File: src/rtl/div16_pkg.sv
// Shared constants and FSM encoding for the div16 fixed-point divider.
package div16_pkg;
    localparam int D16_DATA_W = 17;
    localparam int D16_COEF_W = 8;
    localparam int D16_FRAC_W = 7;

    typedef enum logic [1:0] {
        ST_IDLE = 2'd0,
        ST_CALC = 2'd1,
        ST_FIX  = 2'd2,
        ST_DONE = 2'd3
    } state_t;
endpackage

File: src/rtl/div16_u_core.sv
// Unsigned restoring divider: one quotient bit per clock, DVD_W steps after i_start.
module div16_u_core #(
    parameter int DVD_W = 24,
    parameter int DVS_W = 8
) (
    input  logic             clk,
    input  logic             rst_n,
    input  logic             i_start,
    input  logic [DVD_W-1:0] i_dividend,
    input  logic [DVS_W-1:0] i_divisor,
    output logic             o_done,
    output logic [DVD_W-1:0] o_quotient
);
    localparam int CNT_W = $clog2(DVD_W);

    logic             r_busy;
    logic             r_done;
    logic [CNT_W-1:0] r_cnt;
    logic [DVD_W-1:0] r_dvd;
    logic [DVD_W-1:0] r_quo;
    logic [DVS_W-1:0] r_dvs;
    logic [DVS_W-1:0] r_rem;
    logic [DVS_W:0]   w_shift;
    logic [DVS_W:0]   w_diff;
    logic             w_ge;

    // Remainder stays below the divisor, so the borrow bit is a valid sign.
    assign w_shift = {r_rem, r_dvd[DVD_W-1]};
    assign w_diff  = w_shift - {1'b0, r_dvs};
    assign w_ge    = ~w_diff[DVS_W];

    always_ff @(posedge clk or negedge rst_n) begin
        if (!rst_n) begin
            r_busy <= 1'b0;
            r_done <= 1'b0;
            r_cnt  <= '0;
        end else begin
            r_done <= 1'b0;
            if (i_start) begin
                r_busy <= 1'b1;
                r_cnt  <= CNT_W'(DVD_W - 1);
            end else if (r_busy) begin
                r_cnt <= r_cnt - CNT_W'(1);
                if (r_cnt == '0) begin
                    r_busy <= 1'b0;
                    r_done <= 1'b1;
                end
            end
        end
    end

    always_ff @(posedge clk) begin
        if (i_start) begin
            r_dvd <= i_dividend;
            r_dvs <= i_divisor;
            r_rem <= '0;
            r_quo <= '0;
        end else if (r_busy) begin
            r_dvd <= {r_dvd[DVD_W-2:0], 1'b0};
            r_rem <= w_ge ? w_diff[DVS_W-1:0] : w_shift[DVS_W-1:0];
            r_quo <= {r_quo[DVD_W-2:0], w_ge};
        end
    end

    assign o_done     = r_done;
    assign o_quotient = r_quo;
endmodule

File: src/rtl/div16.sv
// Signed fixed-point divider out = (in_17bit <<< 7) / in_8bit, saturated, with
// valid/ready handshake; inverse of the multi16 Q1.7 coefficient multiply.
module div16
    import div16_pkg::*;
#(
    parameter int DATA_W = D16_DATA_W,
    parameter int COEF_W = D16_COEF_W,
    parameter int FRAC_W = D16_FRAC_W
) (
    input  logic                     clk,
    input  logic                     rst_n,
    input  logic                     in_valid,
    output logic                     in_ready,
    input  logic signed [DATA_W-1:0] in_17bit,
    input  logic signed [COEF_W-1:0] in_8bit,
    output logic                     out_valid,
    input  logic                     out_ready,
    output logic signed [DATA_W-1:0] out,
    output logic                     sat,
    output logic                     div_zero
);
    localparam int DVD_W = DATA_W + FRAC_W;
    localparam logic signed [DATA_W-1:0] SAT_MAX = {1'b0, {(DATA_W-1){1'b1}}};
    localparam logic signed [DATA_W-1:0] SAT_MIN = {1'b1, {(DATA_W-1){1'b0}}};
    localparam logic [DVD_W-1:0] POS_LIM = {{(FRAC_W+1){1'b0}}, {(DATA_W-1){1'b1}}};
    localparam logic [DVD_W-1:0] NEG_LIM = {{FRAC_W{1'b0}}, 1'b1, {(DATA_W-1){1'b0}}};

    state_t                    r_state;
    state_t                    w_state_nxt;
    logic                      w_accept;
    logic                      w_core_done;
    logic [DVD_W-1:0]          w_quo;
    logic [DATA_W-1:0]         w_a_raw;
    logic [DATA_W-1:0]         w_a_mag;
    logic [COEF_W-1:0]         w_b_raw;
    logic [COEF_W-1:0]         w_b_mag;
    logic [DVD_W-1:0]          w_dividend;
    logic signed [DATA_W-1:0]  w_fix_out;
    logic                      w_fix_clip;
    logic                      r_neg;
    logic                      r_a_neg;
    logic                      r_zero;
    logic signed [DATA_W-1:0]  r_out;
    logic                      r_sat;
    logic                      r_dz;

    function automatic logic signed [DATA_W-1:0] sat_quo(
        input  logic [DVD_W-1:0] q,
        input  logic             neg,
        output logic             clip
    );
        clip = 1'b0;
        if (neg) begin
            if (q > NEG_LIM) begin
                clip    = 1'b1;
                sat_quo = SAT_MIN;
            end else begin
                sat_quo = $signed(~q[DATA_W-1:0] + DATA_W'(1));
            end
        end else begin
            if (q > POS_LIM) begin
                clip    = 1'b1;
                sat_quo = SAT_MAX;
            end else begin
                sat_quo = $signed(q[DATA_W-1:0]);
            end
        end
    endfunction

    assign w_accept   = in_valid & in_ready;
    assign w_a_raw    = in_17bit;
    assign w_b_raw    = in_8bit;
    // The most negative input's magnitude still fits when read back as unsigned.
    assign w_a_mag    = w_a_raw[DATA_W-1] ? (~w_a_raw + DATA_W'(1)) : w_a_raw;
    assign w_b_mag    = w_b_raw[COEF_W-1] ? (~w_b_raw + COEF_W'(1)) : w_b_raw;
    assign w_dividend = {w_a_mag, {FRAC_W{1'b0}}};

    div16_u_core #(
        .DVD_W (DVD_W),
        .DVS_W (COEF_W)
    ) u_core (
        .clk        (clk),
        .rst_n      (rst_n),
        .i_start    (w_accept),
        .i_dividend (w_dividend),
        .i_divisor  (w_b_mag),
        .o_done     (w_core_done),
        .o_quotient (w_quo)
    );

    always_ff @(posedge clk or negedge rst_n) begin
        if (!rst_n) begin
            r_state <= ST_IDLE;
        end else begin
            r_state <= w_state_nxt;
        end
    end

    always_comb begin
        w_state_nxt = r_state;
        unique case (r_state)
            ST_IDLE: if (in_valid)    w_state_nxt = ST_CALC;
            ST_CALC: if (w_core_done) w_state_nxt = ST_FIX;
            ST_FIX:                   w_state_nxt = ST_DONE;
            ST_DONE: if (out_ready)   w_state_nxt = ST_IDLE;
            default:                  w_state_nxt = ST_IDLE;
        endcase
    end

    always_ff @(posedge clk) begin
        if (w_accept) begin
            r_neg   <= in_17bit[DATA_W-1] ^ in_8bit[COEF_W-1];
            r_a_neg <= in_17bit[DATA_W-1];
            r_zero  <= (in_8bit == '0);
        end
    end

    always_comb begin
        w_fix_clip = 1'b0;
        w_fix_out  = sat_quo(w_quo, r_neg, w_fix_clip);
    end

    // FIX stage: sign, clamp and zero-divisor override land in the output registers.
    always_ff @(posedge clk or negedge rst_n) begin
        if (!rst_n) begin
            r_out <= '0;
            r_sat <= 1'b0;
            r_dz  <= 1'b0;
        end else if (r_state == ST_FIX) begin
            if (r_zero) begin
                r_out <= r_a_neg ? SAT_MIN : SAT_MAX;
                r_sat <= 1'b1;
                r_dz  <= 1'b1;
            end else begin
                r_out <= w_fix_out;
                r_sat <= w_fix_clip;
                r_dz  <= 1'b0;
            end
        end
    end

    assign in_ready  = (r_state == ST_IDLE);
    assign out_valid = (r_state == ST_DONE);
    assign out       = r_out;
    assign sat       = r_sat;
    assign div_zero  = r_dz;
endmodule
File: config.mk
export PLATFORM = sky130hd
export DESIGN_NAME = div16
export DESIGN_NICKNAME = d
export VERILOG_FILES = /design/src/rtl/div16_pkg.sv /design/src/rtl/div16_u_core.sv /design/src/rtl/div16.sv
export SDC_FILE = /design/constraint.sdc
export NUM_CORES = 1
export LEC_CHECK = 0
export BUFFER_PORTS_ARGS = -buffer_cell sky130_fd_sc_hd__buf_2
export CORE_MARGIN = 3
export CORE_UTILIZATION = 51
export CTS_CLUSTER_DIAMETER = 200
export DETAILED_ROUTE_END_ITERATION = 8
export GPL_TIMING_DRIVEN = 1
export PLACE_DENSITY = 0.71
export SYNTH_ARGS = -nofsm -noshare
export SYNTH_HDL_FRONTEND = slang
export SYNTH_SLANG_ARGS = --single-unit
File: constraint.sdc
create_clock -name clk -period 3 [get_ports clk]
set_clock_uncertainty 0.05 [all_clocks]
set_input_delay 0.3 -clock clk [delete_from_list [all_inputs] [get_ports clk]]
set_output_delay 0.3 -clock clk [all_outputs]
set_load 0.01 [all_outputs]
==> impl_metrics.toml <==
[outcome]
run_status = "finished clean"

[synth]
post_synth_instance_area_sq_mm = 0.00481
yosysWarnings = 0
synth.net_count = 558
synthCells = 511
synth_enable_flop_cells = 28
dominantRegCellSynth = "sky130_fd_sc_hd__dfxtp_1"
synthDistinctLibCells = 57
asyncSetResetFlopFracSynth = 0.318
ys_seq_elements = 88
per_instance_average_area_after_synthesis_sq_um = 9.41
ys_seq_area_frac = 0.454

[sta]
fmax_mhz = 369
tightest_slew_ns = 0.752
slew-limit-headroom = 0.498
worst_slack_ns = 0.293
unrepaired_setup_endpoints_after_global_routing = "false"
timing.final.max_slew_violations = 0
layout_worst_path_cycle_share = 0.902
final_setup_fails = 0
period_minus_slack_ns = 2.71
number_of_failing_hold_endpoints_at_the_final_stage = 0
tns_ns = 0

[route]
wirelength_mm = 9.97
wl_per_cell_um = 14.9
dr.pass1.iters = 4
vias = 3800
drt-vias-per-instance = 5.68
detail-route-antenna-nets = 0
dr.first_iter.drc_count = 198
post-route-drc-count = 0

[worst_setup_path]
timing.critical_path.from_type = "register"
crit_arrival_ns = 2.86
timing_worst_setup_path_type = "reg -> reg"
r2r.worst_path.cells = 10
path_max_fanout = 11
critical_path.endpoint_type = "register"
cp_data_required_time_ns = 3.16

[grt]
pin_count_of_the_biggest_net_entering_global_routing = 45
first_global_vias = 3592
grt_pass1_wl_mm = 16.7
initial_antenna_violation_count = 0
grt.total_usage = 0.197
globalRoute.totalOverflow = 0

[cells_and_area]
area.growth.synth_to_final_pct = 11.8
design_area_sq_mm = 0.00538
post_route_cells_drive_above_1_share = 0.157
mostFrequentLayoutCells = "56 x sky130_fd_sc_hd__o21ai_0, 49 x sky130_fd_sc_hd__buf_2, 45 x sky130_fd_sc_hd__nor2_1, 42 x sky130_fd_sc_hd__nand2_1, 34 x sky130_fd_sc_hd__inv_1"
fin_nets = 603
diodes = 0
most_common_cell_after_layout_fill_and_taps_aside = "sky130_fd_sc_hd__o21ai_0"

[job]
maxCapViolCount = 0

[floorplanning]
io_pins = 50
placeableCoreArea_sq_mm = 0.00893
num_rows = 34
die_area_sq_mm = 0.0106
start_util = 0.538
chipWidth_um = 103
chipHeight_um = 103

[pwr]
total_power_mw = 5.69
peakVddDrop_mv = 0.401
pwr_density_cell_mw_per_mm2 = 1060
p_leak_nw = 2.47

[clocking]
numClockSinks = 88
cts-root-buf = "sky130_fd_sc_hd__clkbuf_8"
cts_tree = "built"
cts_htree_levels = 3
clock_insertion_delay_worst_skew_ns = 0.35
tritoncts.num_buffers = 9
ctsLongestPathBuffers = 2
cts.reportedPaths.clkPinSlew_ns = 0.09

[placement]
place.gp.congestion = 0.913
io_buffer_count = 49
dp.final_hpwl_mm = 7.30
preCtsSetupSlack_ns = 0.109
post_dp_cell_area_sq_mm = 0.00516

[min_path]
min_delay_path_depth = 1
hp-class = "in -> reg"
==> synthesized netlist by cell type, drive strengths merged, types with 6 or more instances <==
cell type,n,area share
mux2i,29,0.060
inv,34,0.027
dfxtp,32,0.13
edfxtp,28,0.17
xor2,17,0.031
nor3,14,0.015
a21oi,19,0.021
nand2,42,0.033
a31oi,7,0.0091
clkbuf,18,0.014
nand2b,15,0.020
xnor2,14,0.026
nand3,11,0.014
nor2,45,0.035
ha,17,0.044
nor4,7,0.012
o2111ai,9,0.016
buf,8,0.0081
o31ai,6,0.0094
o21ai,58,0.060
dfrtp,28,0.15
==> flip-flops by register name (all words and copies together) (netlist names) <==
name,flops
u_core.r_dvd,17
r_zero,1
u_core.o_done,1
u_core.r_dvs,8
r_state,2
div_zero,1
u_core.o_quotient,24
u_core.r_busy,1
out,17
sat,1
r_a_neg,1
r_neg,1
u_core.r_cnt,5
u_core.r_rem,8
==> per-stage QoR <==
stage / std cells / util / hold slack [ns]
after floorplan: 511 / - / -0.0456
after global placement: 652 / 0.577 / 0.296
after detailed placement: 652 / 0.577 / 0.309
after CTS: 669 / 0.600 / 0.0910
after global routing: 669 / 0.602 / 0.0977
final: 669 / 0.602 / 0.106
==> critical path, cell delays in order (launching register included) <==
cell	delay, ns
sky130_fd_sc_hd__edfxtp_1	0.40
sky130_fd_sc_hd__inv_1	0.07
sky130_fd_sc_hd__ha_1	0.16
sky130_fd_sc_hd__inv_1	0.06
sky130_fd_sc_hd__fa_1	0.42
sky130_fd_sc_hd__a211oi_1	0.31
sky130_fd_sc_hd__o21ai_0	0.18
sky130_fd_sc_hd__a31oi_2	0.27
sky130_fd_sc_hd__xnor2_2	0.28
sky130_fd_sc_hd__mux2i_1	0.27
sky130_fd_sc_hd__a21oi_1	0.09
==> power by group <==
group	switching (mW)	internal, mW
registers	0.394	1.76
clock network	0.411	0.379
logic	1.56	1.19
total	2.36	3.33
==> path summary, 6_finish.rpt <==
| check | startpoint | to | slack, ns |
|---|---|---|---|
| max in group asynchronous | rst_n | u_core.r_busy$_DFF_PN0_ | 2.02 |
| worst max register to register | u_core.r_dvd[23]$_DFFE_PP_ | u_core.r_rem[4]$_SDFFE_PP0P_ | 0.29 |
| worst min-delay path | in_8bit[0] | u_core.r_dvs[0]$_DFFE_PP_ | 0.11 |
| min in group asynchronous | rst_n | out[5]$_DFFE_PN0P_ | 0.43 |
| worst max-delay path | u_core.r_dvd[23]$_DFFE_PP_ | u_core.r_rem[4]$_SDFFE_PP0P_ | 0.29 |
| worst min register to register | sat$_DFFE_PN0P_ | sat$_DFFE_PN0P_ | 0.46 |
==> repair_timing <==
action | 4_1_cts | 5_1_grt
setup endpoints to repair | 0 | 8
endpoints found under the hold margin | 28 | 0
hold buffers | 1 | 0
resized for setup | 0 | 2
buffers inserted | 0 | 0
==> area by class of cell <==
| cell class | count | area [sq um] |
|---|---|---|
| clock buffer | 13 | 170 |
| fill | 754 | 3560 |
| tap | 108 | 135 |
| clock inverter | 3 | 23.8 |
| multi-input combinational | 363 | 2400 |
| inverter | 34 | 128 |
| timing repair buffer | 60 | 330 |
| sequential | 88 | 2180 |
==> logic make-up (layout without fill, tap and decap cells) <==
family | Yosys count | in the layout | synth area share
and+or+nand+nor | 162 | 162 | 0.174
adders and majority gates | 18 | 18 | 0.0484
DFF | 88 | 88 | 0.454
buffers and inverters | 60 | 110 | 0.0487
muxes | 30 | 30 | 0.0627
AOI/OAI and AO/OA | 122 | 122 | 0.156
xor gates and xnor gates | 31 | 31 | 0.0565
==> routing by layer <==
layer / GRT usage / routed length, um / vias to the layer above
li1: - / - / 1915
met1: 0.282 / 4850 / 1783
met2: 0.302 / 4480 / 92
met3: 0.0359 / 507 / 10
met4: 0.0618 / 122 / 0
met5: 0 / 0 / -
Note: power is estimated with default switching activity, not from simulation.
